==> src/rtl/llc_mem_responder_if.sv <==
// Line-request, line-response and word-bus signals of the LLC memory responder.
// slave = responder side, master = LLC core / SoC memory side.
interface llc_mem_responder_if #(
  parameter int unsigned WORD_BITS      = 64,
  parameter int unsigned WORDS_PER_LINE = 2,
  parameter int unsigned ADDR_BITS      = 32
);
  localparam int unsigned LINE_BITS      = WORD_BITS * WORDS_PER_LINE;
  localparam int unsigned OFF_BITS       = $clog2(WORD_BITS / 8) + $clog2(WORDS_PER_LINE);
  localparam int unsigned LINE_ADDR_BITS = ADDR_BITS - OFF_BITS;

  logic                      mem_req_valid;
  logic                      mem_req_ready;
  logic                      mem_req_hwrite;
  logic [LINE_ADDR_BITS-1:0] mem_req_addr;
  logic [LINE_BITS-1:0]      mem_req_line;
  logic                      mem_rsp_valid;
  logic                      mem_rsp_ready;
  logic [LINE_BITS-1:0]      mem_rsp_line;
  logic                      bus_valid;
  logic                      bus_ready;
  logic                      bus_write;
  logic [ADDR_BITS-1:0]      bus_addr;
  logic [WORD_BITS-1:0]      bus_wdata;
  logic                      bus_rvalid;
  logic [WORD_BITS-1:0]      bus_rdata;

  modport slave (
    input  mem_req_valid, mem_req_hwrite, mem_req_addr, mem_req_line,
    input  mem_rsp_ready, bus_ready, bus_rvalid, bus_rdata,
    output mem_req_ready, mem_rsp_valid, mem_rsp_line,
    output bus_valid, bus_write, bus_addr, bus_wdata
  );

  modport master (
    output mem_req_valid, mem_req_hwrite, mem_req_addr, mem_req_line,
    output mem_rsp_ready, bus_ready, bus_rvalid, bus_rdata,
    input  mem_req_ready, mem_rsp_valid, mem_rsp_line,
    input  bus_valid, bus_write, bus_addr, bus_wdata
  );
endinterface

==> src/rtl/llc_mem_responder.sv <==
// Splits LLC line requests into word beats on the memory bus and assembles read lines.
// Define LLC_MEM_WR_ACK_EN to acknowledge each write with an all-zero response line.
module llc_mem_responder #(
  parameter int unsigned WORD_BITS      = 64,
  parameter int unsigned WORDS_PER_LINE = 2,
  parameter int unsigned ADDR_BITS      = 32
) (
  input logic               clk,
  input logic               rst,
  llc_mem_responder_if.slave mif
);
  localparam int unsigned LINE_BITS      = WORD_BITS * WORDS_PER_LINE;
  localparam int unsigned WORD_OFF_BITS  = $clog2(WORD_BITS / 8);
  localparam int unsigned IDX_BITS       = $clog2(WORDS_PER_LINE);
  localparam int unsigned OFF_BITS       = WORD_OFF_BITS + IDX_BITS;
  localparam int unsigned LINE_ADDR_BITS = ADDR_BITS - OFF_BITS;

  typedef enum logic [2:0] {StIdle, StWrBeat, StRdAddr, StRdData, StRespond} state_e;

  state_e                    state_q, state_d;
  logic [LINE_ADDR_BITS-1:0] addr_q, addr_d;
  logic [LINE_BITS-1:0]      line_q, line_d;
  logic [LINE_BITS-1:0]      rsp_q, rsp_d;
  logic [IDX_BITS-1:0]       idx_q, idx_d;
  logic                      last;

  assign last = (idx_q == IDX_BITS'(WORDS_PER_LINE - 1));

  always_ff @(posedge clk or negedge rst) begin
    if (!rst) begin
      state_q <= StIdle;
      addr_q  <= '0;
      line_q  <= '0;
      rsp_q   <= '0;
      idx_q   <= '0;
    end else begin
      state_q <= state_d;
      addr_q  <= addr_d;
      line_q  <= line_d;
      rsp_q   <= rsp_d;
      idx_q   <= idx_d;
    end
  end

  always_comb begin
    state_d = state_q;
    addr_d  = addr_q;
    line_d  = line_q;
    rsp_d   = rsp_q;
    idx_d   = idx_q;
    unique case (state_q)
      StIdle: begin
        if (mif.mem_req_valid) begin
          addr_d  = mif.mem_req_addr;
          line_d  = mif.mem_req_line;
          // Cleared here so a write ack carries an all-zero line.
          rsp_d   = '0;
          idx_d   = '0;
          state_d = mif.mem_req_hwrite ? StWrBeat : StRdAddr;
        end
      end
      StWrBeat: begin
        if (mif.bus_ready) begin
          if (last) begin
`ifdef LLC_MEM_WR_ACK_EN
            state_d = StRespond;
`else
            state_d = StIdle;
`endif
          end else begin
            idx_d = idx_q + 1'b1;
          end
        end
      end
      StRdAddr: begin
        if (mif.bus_ready) begin
          state_d = StRdData;
        end
      end
      StRdData: begin
        if (mif.bus_rvalid) begin
          rsp_d[idx_q*WORD_BITS +: WORD_BITS] = mif.bus_rdata;
          if (last) begin
            state_d = StRespond;
          end else begin
            idx_d   = idx_q + 1'b1;
            state_d = StRdAddr;
          end
        end
      end
      StRespond: begin
        if (mif.mem_rsp_ready) begin
          state_d = StIdle;
        end
      end
      default: state_d = StIdle;
    endcase
  end

  assign mif.mem_req_ready = (state_q == StIdle);
  assign mif.mem_rsp_valid = (state_q == StRespond);
  assign mif.mem_rsp_line  = rsp_q;
  assign mif.bus_valid     = (state_q == StWrBeat) || (state_q == StRdAddr);
  assign mif.bus_write     = (state_q == StWrBeat);
  assign mif.bus_addr      = {addr_q, idx_q, {WORD_OFF_BITS{1'b0}}};
  assign mif.bus_wdata     = line_q[idx_q*WORD_BITS +: WORD_BITS];

endmodule

==> src/flat_wrapper.sv <==
// flat-port wrapper written by rule: the top's interface ports become plain ports
module llc_mem_responder_flat 
#(
  parameter int unsigned WORD_BITS      = 64,
  parameter int unsigned WORDS_PER_LINE = 2,
  parameter int unsigned ADDR_BITS      = 32
)
  (clk, rst, mif_mem_req_valid, mif_mem_req_hwrite, mif_mem_req_addr, mif_mem_req_line, mif_mem_rsp_ready, mif_bus_ready, mif_bus_rvalid, mif_bus_rdata, mif_mem_req_ready, mif_mem_rsp_valid, mif_mem_rsp_line, mif_bus_valid, mif_bus_write, mif_bus_addr, mif_bus_wdata);
  llc_mem_responder_if #(.WORD_BITS(WORD_BITS), .WORDS_PER_LINE(WORDS_PER_LINE), .ADDR_BITS(ADDR_BITS)) mif_i ();
  input logic clk;
  input logic rst;
  input wire logic [$bits(mif_i.mem_req_valid)-1:0] mif_mem_req_valid;
  input wire logic [$bits(mif_i.mem_req_hwrite)-1:0] mif_mem_req_hwrite;
  input wire logic [$bits(mif_i.mem_req_addr)-1:0] mif_mem_req_addr;
  input wire logic [$bits(mif_i.mem_req_line)-1:0] mif_mem_req_line;
  input wire logic [$bits(mif_i.mem_rsp_ready)-1:0] mif_mem_rsp_ready;
  input wire logic [$bits(mif_i.bus_ready)-1:0] mif_bus_ready;
  input wire logic [$bits(mif_i.bus_rvalid)-1:0] mif_bus_rvalid;
  input wire logic [$bits(mif_i.bus_rdata)-1:0] mif_bus_rdata;
  output wire logic [$bits(mif_i.mem_req_ready)-1:0] mif_mem_req_ready;
  output wire logic [$bits(mif_i.mem_rsp_valid)-1:0] mif_mem_rsp_valid;
  output wire logic [$bits(mif_i.mem_rsp_line)-1:0] mif_mem_rsp_line;
  output wire logic [$bits(mif_i.bus_valid)-1:0] mif_bus_valid;
  output wire logic [$bits(mif_i.bus_write)-1:0] mif_bus_write;
  output wire logic [$bits(mif_i.bus_addr)-1:0] mif_bus_addr;
  output wire logic [$bits(mif_i.bus_wdata)-1:0] mif_bus_wdata;
  assign mif_i.mem_req_valid = mif_mem_req_valid;
  assign mif_i.mem_req_hwrite = mif_mem_req_hwrite;
  assign mif_i.mem_req_addr = mif_mem_req_addr;
  assign mif_i.mem_req_line = mif_mem_req_line;
  assign mif_i.mem_rsp_ready = mif_mem_rsp_ready;
  assign mif_i.bus_ready = mif_bus_ready;
  assign mif_i.bus_rvalid = mif_bus_rvalid;
  assign mif_i.bus_rdata = mif_bus_rdata;
  assign mif_mem_req_ready = mif_i.mem_req_ready;
  assign mif_mem_rsp_valid = mif_i.mem_rsp_valid;
  assign mif_mem_rsp_line = mif_i.mem_rsp_line;
  assign mif_bus_valid = mif_i.bus_valid;
  assign mif_bus_write = mif_i.bus_write;
  assign mif_bus_addr = mif_i.bus_addr;
  assign mif_bus_wdata = mif_i.bus_wdata;
  llc_mem_responder #(.WORD_BITS(WORD_BITS), .WORDS_PER_LINE(WORDS_PER_LINE), .ADDR_BITS(ADDR_BITS)) u_core (.clk(clk), .rst(rst), .mif(mif_i));
endmodule
==> config.mk <==
export PLATFORM = sky130hd
export DESIGN_NAME = llc_mem_responder_flat
export DESIGN_NICKNAME = d
export VERILOG_FILES = /design/src/rtl/llc_mem_responder_if.sv /design/src/rtl/llc_mem_responder.sv /design/src/flat_wrapper.sv
export SDC_FILE = /design/constraint.sdc
export NUM_CORES = 1
export LEC_CHECK = 0
export ABC_AREA = 1
export CAP_MARGIN = 10
export CORE_ASPECT_RATIO = 0.5
export CORE_MARGIN = 8
export CORE_UTILIZATION = 44
export CTS_CLUSTER_SIZE = 24
export DETAILED_ROUTE_END_ITERATION = 8
export PLACE_DENSITY = 0.8
export SLEW_MARGIN = 20
export SYNTH_ARGS = -nofsm -noshare
export SYNTH_HDL_FRONTEND = slang
export SYNTH_SLANG_ARGS = --single-unit
==> constraint.sdc <==
create_clock -name clk -period 2.2 [get_ports clk]
set_input_delay 0.66 -clock clk [delete_from_list [all_inputs] [get_ports clk]]
set_output_delay 0.66 -clock clk [all_outputs]
set_load 0.02 [all_outputs]
**After elaboration in Yosys (flattened, before gate mapping)**

Index checks and enable logic that the tools add are counted.

- Add/subtract/negate cells: 2
- Equality and inequality tests: 10
- Shift-type cells: 3
- Muxes and demuxes: 18
- Reduce and logical (&&, ||, !) cells: 8

Operators by type and width:

| kind | number |
|---|---|
| 128-bit 2-to-1 mux | 2 |
| 128-bit one-hot mux with 2 select lines | 1 |
| 128-bit bitwise mux | 1 |
| 64-bit by 34-bit variable shift with 128-bit output, first input constant | 1 |
| 128-bit by 8-bit indexed part select with 64-bit output | 1 |
| 64-bit by 34-bit indexed part select with 128-bit output | 1 |
| 7-bit negation with 34-bit output | 1 |
| 3-bit 2-to-1 mux | 7 |
| 3-bit one-hot mux with 5 select lines | 1 |
| 2-bit != test, second input constant | 5 |
| 3-bit by 2-bit == test with 1-bit output, second input constant | 2 |
| 6-bit AND reduction | 1 |
| 1-bit 2-to-1 mux | 4 |
| 4-bit AND reduction | 1 |
| 3-bit by 1-bit == test with 1-bit output, second input constant | 1 |
| 3-bit == test, second input constant | 1 |
| 3-bit logical NOT | 1 |
| 1-bit one-hot mux with 3 select lines | 1 |
| 3-bit AND reduction | 1 |
| 3-bit nonzero test | 1 |
| 2-bit 2-to-1 mux | 1 |
| 2-bit by 1-bit != test with 1-bit output, second input constant | 1 |
| 2-bit AND reduction | 1 |
| 2-bit nonzero test | 1 |
| other kinds (2) | 2 |

- Register bits after elaboration: 288
- Bits of input ports: 227

**Logic depth before layout (Yosys ltp)**

Gate-level depths: netlist of run 1.

- Depth after elaboration: 5
- Depth in mapped cells: 10
- Mapped depth without buffers: 9

**Worst setup path after synthesis of run 1**

OpenSTA, ideal clock, no wires.

- Path type: register to output
- From: reg u_core.idx_q
- To: out mif_bus_wdata[17]
- Arrival time: 1.360 ns
- Slack: 0.180 ns
- Cell stages (with the launch flop): 6
- Path buffers: 3
- Cells stage by stage: dfrtp_1 -> buf_2 -> clkbuf_1 -> clkbuf_1 -> nand2_1 -> o21ai_0

- Cells in the longest elaborated chain, start to end: 1

RTL lines:

| element | line | text |
|---|---|---|
| from (decl) | llc_mem_responder.sv:24 | `logic [IDX_BITS-1:0] idx_q, idx_d;` |
| from (signal assigned) | llc_mem_responder.sv:41 | `idx_q <= idx_d;` |
| 128-bit by 8-bit indexed part select with 64-bit output | llc_mem_responder.sv:106 | `assign mif.bus_wdata = line_q[idx_q*WORD_BITS +: WORD_BITS];` |
| to (decl) | flat_wrapper.sv:26 | `output wire logic [$bits(mif_i.bus_wdata)-1:0] mif_bus_wdata;` |

Every way passes these cells.

**Worst setup path in the final report of run 1**

- From: reg u_core.idx_q
- To: out mif_bus_wdata[42]

Same word-level chain as after synthesis.

==> flow_summary.json, run 1 <==
{
  "dieArea_mm2": 0.03306,
  "yosysSeqAreaShare": 0.6021,
  "synth.distinct_cells": 21,
  "synth_seq_cells": 288,
  "synth_top_cell_area_share": 0.6021,
  "overflow": 0,
  "clk_latency_ns": 0.54,
  "critPathSlowestCell": "dfrtp_4",
  "htreeDepth": 1,
  "cp-start-kind": "register",
  "yosys-top-cells-area": "dfrtp_1, nand2_1, nand3_1",
  "antenna_left": 0,
  "grt_pass1_vias": 11270,
  "skew_ns": 0.009251,
  "rsz0062_at_grt": "true",
  "dieWidth_um": 249.2,
  "syn-cell-area_mm2": 0.01197,
  "worst_slew_pin_slew_ns": 0.5707,
  "finalPower_uw": 25670,
  "r2r-start": "u_core.state_q[0]",
  "grt_usage": 0.2401,
  "worstPathRequired_ns": 1.54,
  "cts_tree": "yes",
  "period_minus_slack_ns": 2.424,
  "synth_largest_area_cell": "dfrtp_1",
  "fin_ws_ns": -0.2243,
  "drive_above_1_share": 0.1407,
  "ys_warn_count": 0,
  "critical_path.max_fanout": 16,
  "design_area_mm2": 0.01854,
  "r2r_setup_slack_ns": 0.43,
  "ir_worst_vdd_v": 0.0006441,
  "cp_slowest_stage_delay_ns": 0.57,
  "cts_root_buf": "clkbuf_16",
  "avgSynthCellArea_um2": 8.417,
  "crit_buf_inv": 3,
  "status": "finished with violations",
  "r2r-end": "u_core.mif.mem_rsp_line[99]",
  "p_leak_uw": 0.01041,
  "routed_via_density": 5.022,
  "clock_sinks": 288,
  "drcViolationCount": 0,
  "routedWlPerCell_um": 19.12,
  "cp_cell_sequence": "buf_12, buf_12, nand2_1, o21ai_2, buf_6",
  "power_density_mw_per_mm2": 1384,
  "critPathKind": "reg2out",
  "numCtsBuffers": 27,
  "wl_mm": 42.82,
  "place_area_mm2": 0.01710,
  "hp-class": "reg2reg",
  "maxSlewHeadroom": 0.6195,
  "fill_cells": 2004,
  "max_freq_mhz": 412.5,
  "vias": 11240,
  "hold_viol": 0,
  "die_y_um": 132.6,
  "grt_pass1_wl_mm": 64.09,
  "dp_hpwl_mm": 30.12,
  "design.core.area_mm2": 0.02659,
  "worstHoldStart": "u_core.mif.mem_rsp_line[39]",
  "start_util": 0.4501,
  "pin_count": 455,
  "cp_top_family": "flip-flops",
  "cap_violations": 0,
  "area_growth_pct": 54.91,
  "final_cell_mix": "nand2_1, dfrtp_1, clkdlybuf4s50_1",
  "min_path_cells": 2,
  "postSynthCellCount": 1422,
  "grt_max_degree": 70,
  "antenna_found_initial": 4,
  "final_nets": 2091,
  "layout_commonest_cell": "nand2_1",
  "num_rows": 42,
  "setup_viol": 65,
  "slew_viol_final": 0,
  "regArea_mm2": 0.007213,
  "clk_pin_slew_worst_paths_ns": 0.06,
  "drt_first_iter_violations": 876,
  "reg2reg_depth": 10,
  "gp_congestion": 0.9227,
  "drtPass1Iterations": 6,
  "clk_path_buf_depth": 3,
  "multiInputGateArea_mm2": 0.004428,
  "worst_hold_path.endpoint": "u_core.mif.mem_rsp_line[39]",
  "violations": "negative setup slack",
  "port_buffers": 451,
  "cp-end-kind": "output pin",
  "cpMostUsedCell": "buf_12",
  "post-route-util": 0.6973,
  "fin_crit_sh": 1.102,
  "arrival_ns": 1.76
}
==> cell type report <==
class / count / area share
sequential: 288 / 0.3890
timing repair buffer: 504 / 0.2848
multi-input combinational: 964 / 0.2388
clock buffer: 34 / 0.04002
tap: 352 / 0.02375
inverter: 79 / 0.01626
clock inverter: 14 / 0.006816
antenna: 4 / 0.0005398
==> how the worst max path moves through the flow <==
stage	endpoint	slack, ns	startpoint	cells after the start
after floorplan	mif_bus_wdata[17]	0.18	u_core.idx_q	5
after global placement	mif_bus_wdata[9]	-0.07	u_core.idx_q	4
final	mif_bus_wdata[42]	-0.22	u_core.idx_q	5
after CTS	mif_bus_wdata[8]	-0.22	u_core.idx_q	4
after global routing	mif_bus_wdata[42]	-0.30	u_core.idx_q	5
after detailed placement	mif_bus_wdata[17]	-0.13	u_core.idx_q	4
==> repair_timing <==
item,in CTS,in global routing
gates cloned,1,2
setup buffers,2,2
endpoints found under the setup margin,161,119
hold buffers,1,0
pin swaps,0,22
resized for setup,541,191
endpoints found under the hold margin,21,0
==> per-stage QoR <==
step                setup WS [ns]  setup TNS, ns  std cells  hold slack (ns)
global route              -0.2974         -14.19       2239           0.4856
detailed placement        -0.1252         -2.875       2179           0.4572
CTS                       -0.2212         -10.11       2231           0.4694
floorplan                  0.1800              0       1424           0.3644
global placement         -0.07258         -1.902       2179           0.4520
finish                    -0.2243         -9.875       2239           0.4650
==> worst reg2reg max path: stages (launching register included) <==
cell and delay (ns):
dfrtp_2 0.42, buf_4 0.15, nand2_1 0.06, nor2_2 0.14, inv_2 0.08, o21ai_4 0.15, buf_12 0.15, nand2_2 0.07
buf_12 0.19, nand2_1 0.16, nand2_1 0.07
==> power by group <==
part	switching (uW)	total [uW]	internal, uW
sequential	1110	8370	7260
clock	2060	4680	2620
combinational	7560	12600	5060
total	10700	25700	14900
==> state kept, by name (all words and copies together), names as in the netlist <==
signal                   cells
u_core.addr_q               28
u_core.idx_q                 1
u_core.mif.mem_rsp_line    128
u_core.state_q               3
u_core.line_q              128
==> cells by family after synthesis <==
family | Yosys count | synth area share
and+or+nand+nor | 828 | 0.2751
DFF | 288 | 0.6021
buffers and inverters | 172 | 0.06565
AOI/OAI and AO/OA | 133 | 0.05676
other | 1 | 0.0003133
==> synthesized netlist by cell type <==
cell	count
o21ai_4	1
nor3_1	1
nand2_1	680
o21ai_1	3
inv_2	5
nor2_1	6
inv_1	74
o21ai_0	126
conb_1	1
o21bai_1	1
buf_4	17
buf_2	40
a21oi_1	2
nand3_1	135
nand2_2	4
clkbuf_1	28
buf_6	3
buf_1	4
clkbuf_4	1
nor2_2	2
dfrtp_1	288
==> metal layers <==
metal / up-vias / part of all wire / track usage
li1: 5308 / - / -
met1: 5371 / 0.37 / 0.2768
met2: 405 / 0.51 / 0.4215
met3: 160 / 0.055 / 0.04514
met4: 0 / 0.067 / 0.1331
met5: - / 0 / 0
Note: power is estimated with default switching activity, not from simulation.
==> run 2: changes to the inputs <==
--- a/config.mk
+++ b/config.mk
@@ -10,6 +10,7 @@
 export CORE_ASPECT_RATIO = 0.5
 export CORE_MARGIN = 8
 export CORE_UTILIZATION = 44
+export CTS_CLUSTER_DIAMETER = 50
 export CTS_CLUSTER_SIZE = 24
 export DETAILED_ROUTE_END_ITERATION = 8
 export PLACE_DENSITY = 0.8
==> constraint.sdc (replaced) <==
create_clock -name clk -period 2.2 [get_ports clk]
set_input_delay 0.66 -clock clk [delete_from_list [all_inputs] [get_ports clk]]
set_output_delay 0.66 -clock clk [all_outputs]
set_load 0.01 [all_outputs]
==> run 2 against run 1 <==
  * The run still ends with negative setup slack left
  * Clock skew is 0.0061 ns higher
  * Hold slack worse by 0.43 ns
  * Utilization is 3.0 points lower
  * Non-clock buffer count is 9 higher
  * Critical endpoint is now mif_bus_wdata[15]
  * Wire length is 3.6% lower
==> flow_summary.json, run 2 (same netlist as run 1, synthesis figures left out) <==
{
  "status": "finished with violations",
  "violations": "negative setup slack",
  "port_buffers": 451,
  "r2r_setup_slack_ns": 0.13,
  "design.core.area_mm2": 0.02659,
  "final_nets": 2091,
  "routed_via_density": 4.907,
  "clk_latency_ns": 0.52,
  "critical_path.max_fanout": 13,
  "clk_pin_slew_worst_paths_ns": 0.10,
  "final_cell_mix": "nand2_1, clkdlybuf4s50_1, dfrtp_1",
  "numCtsBuffers": 18,
  "ir_worst_vdd_v": 0.0006429,
  "antenna_found_initial": 3,
  "worstPathRequired_ns": 1.54,
  "clock_sinks": 288,
  "dieWidth_um": 249.2,
  "hold_slack_ns": 0.03452,
  "combPwrFrac": 0.463,
  "reg2reg_depth": 9,
  "num_rows": 42,
  "p_int_uw": 13830,
  "maxSlewHeadroom": 0.6332,
  "p_leak_uw": 0.008912,
  "place_area_mm2": 0.01711,
  "rsz0062_at_grt": "true",
  "fin_crit_sh": 1.076,
  "pin_count": 455,
  "r2r-end": "u_core.mif.mem_rsp_line[21]",
  "fin_ws_ns": -0.1667,
  "overflow": 0,
  "area_growth_pct": 48.30,
  "design_area_mm2": 0.01775,
  "layout_commonest_cell": "nand2_1",
  "post-route-util": 0.6675,
  "grt_pass1_vias": 10780,
  "start_util": 0.4501,
  "p_clk_frac": 0.172,
  "cts_tree": "yes",
  "wl_mm": 41.29,
  "cp-start-kind": "register",
  "drt_first_iter_violations": 1020,
  "max_freq_mhz": 422.5,
  "setup_viol": 63,
  "cts_root_buf": "clkbuf_16",
  "cts_hold_buf": 0,
  "critPathSlowestCell": "dfrtp_4",
  "grt_pass1_wl_mm": 62.78,
  "gp_congestion": 0.8979,
  "routedWlPerCell_um": 18.52,
  "period_minus_slack_ns": 2.367,
  "cap_violations": 0,
  "switching_share": 0.3901,
  "dieArea_mm2": 0.03306,
  "cp_slowest_stage_delay_ns": 0.55,
  "power_density_mw_per_mm2": 1277,
  "p_seq_frac": 0.365,
  "fill_cells": 2137,
  "vias": 10940,
  "grt_usage": 0.2350,
  "hold_viol": 0,
  "die_y_um": 132.6,
  "dp_hpwl_mm": 29.51,
  "r2r-start": "u_core.idx_q",
  "critPathKind": "reg2out",
  "worst_slew_pin_slew_ns": 0.5502,
  "skew_ns": 0.01540,
  "drive_above_1_share": 0.1073,
  "drtPass1Iterations": 5,
  "slew_viol_final": 0,
  "p_sw_uw": 8846,
  "arrival_ns": 1.71,
  "htreeDepth": 1,
  "hp-class": "in2async",
  "cp_cell_sequence": "buf_4, clkbuf_16, o21ai_0, buf_2",
  "antenna_left": 0,
  "clk_path_buf_depth": 3,
  "drcViolationCount": 0,
  "grt_max_degree": 66,
  "cp-end-kind": "output pin"
}
run 2: stage by stage:
step           std cells  worst slack (ns)  TNS, ns  power [uW]
4_1_cts             2211           -0.2525   -5.760       22270
6_report            2229           -0.1667   -7.316       22670
2_1_floorplan       1424            0.2780        0       13010
5_1_grt             2229           -0.2191   -11.57       24140
3_3_place_gp        2181          -0.05827  -0.1750       18690
3_5_place_dp        2181          -0.05958  -0.5844       18940
run 2: worst max-delay path by stage:
stage | startpoint | endpoint | slack (ns) | cells past startpoint
floorplan | u_core.idx_q | mif_bus_wdata[17] | 0.28 | 5
global placement | u_core.idx_q | mif_bus_wdata[28] | -0.06 | 4
detailed placement | u_core.idx_q | mif_bus_wdata[30] | -0.06 | 4
CTS | u_core.idx_q | mif_bus_wdata[14] | -0.25 | 5
global route | u_core.idx_q | mif_bus_wdata[2] | -0.22 | 5
finish | u_core.idx_q | mif_bus_wdata[15] | -0.17 | 4
run 2: layout make-up:
| class | instances | area, um2 | share of cell area |
|---|---|---|---|
| clock inverter | 8 | 132.6 | 0.007472 |
| multi-input combinational | 964 | 4096 | 0.2308 |
| inverter | 79 | 301.5 | 0.01699 |
| sequential | 288 | 7213 | 0.4064 |
| clock buffer | 22 | 496.7 | 0.02799 |
| tap | 352 | 440.4 | 0.02481 |
| antenna | 3 | 7.507 | 0.0004230 |
| timing repair buffer | 513 | 5061 | 0.2851 |
run 2: worst max-delay path: cells and delay by family (launching register included):
family,cells,cell delay (ns)
buf+inv,3,0.49
flops,1,0.55
compound gates,1,0.14
run 2: power by group through the flow:
| stage | logic, uW | registers, uW | clock network, uW |
|---|---|---|---|
| floorplan | 4560 | 8450 | 0 |
| global placement | 10400 | 8270 | 0 |
| detailed placement | 10600 | 8310 | 0 |
| CTS | 10000 | 8250 | 3990 |
| global route | 11500 | 8480 | 4180 |
| finish | 10500 | 8280 | 3890 |
run 2: timing repair:
action | CTS | global route
buffers inserted | 0 | 8
gates cloned | 0 | 7
resized for setup | 357 | 41
pin swaps | 0 | 7
endpoints found under the setup margin | 69 | 69
run 2: metal layers:
| metal | GRT usage | vias to the layer above | routed length (um) |
|---|---|---|---|
| met5 | 0 | - | 0 |
| met4 | 0.09453 | 0 | 1833 |
| met3 | 0.03948 | 96 | 2078 |
| met2 | 0.4149 | 361 | 20930 |
| met1 | 0.2856 | 5184 | 16450 |
| li1 | - | 5297 | - |
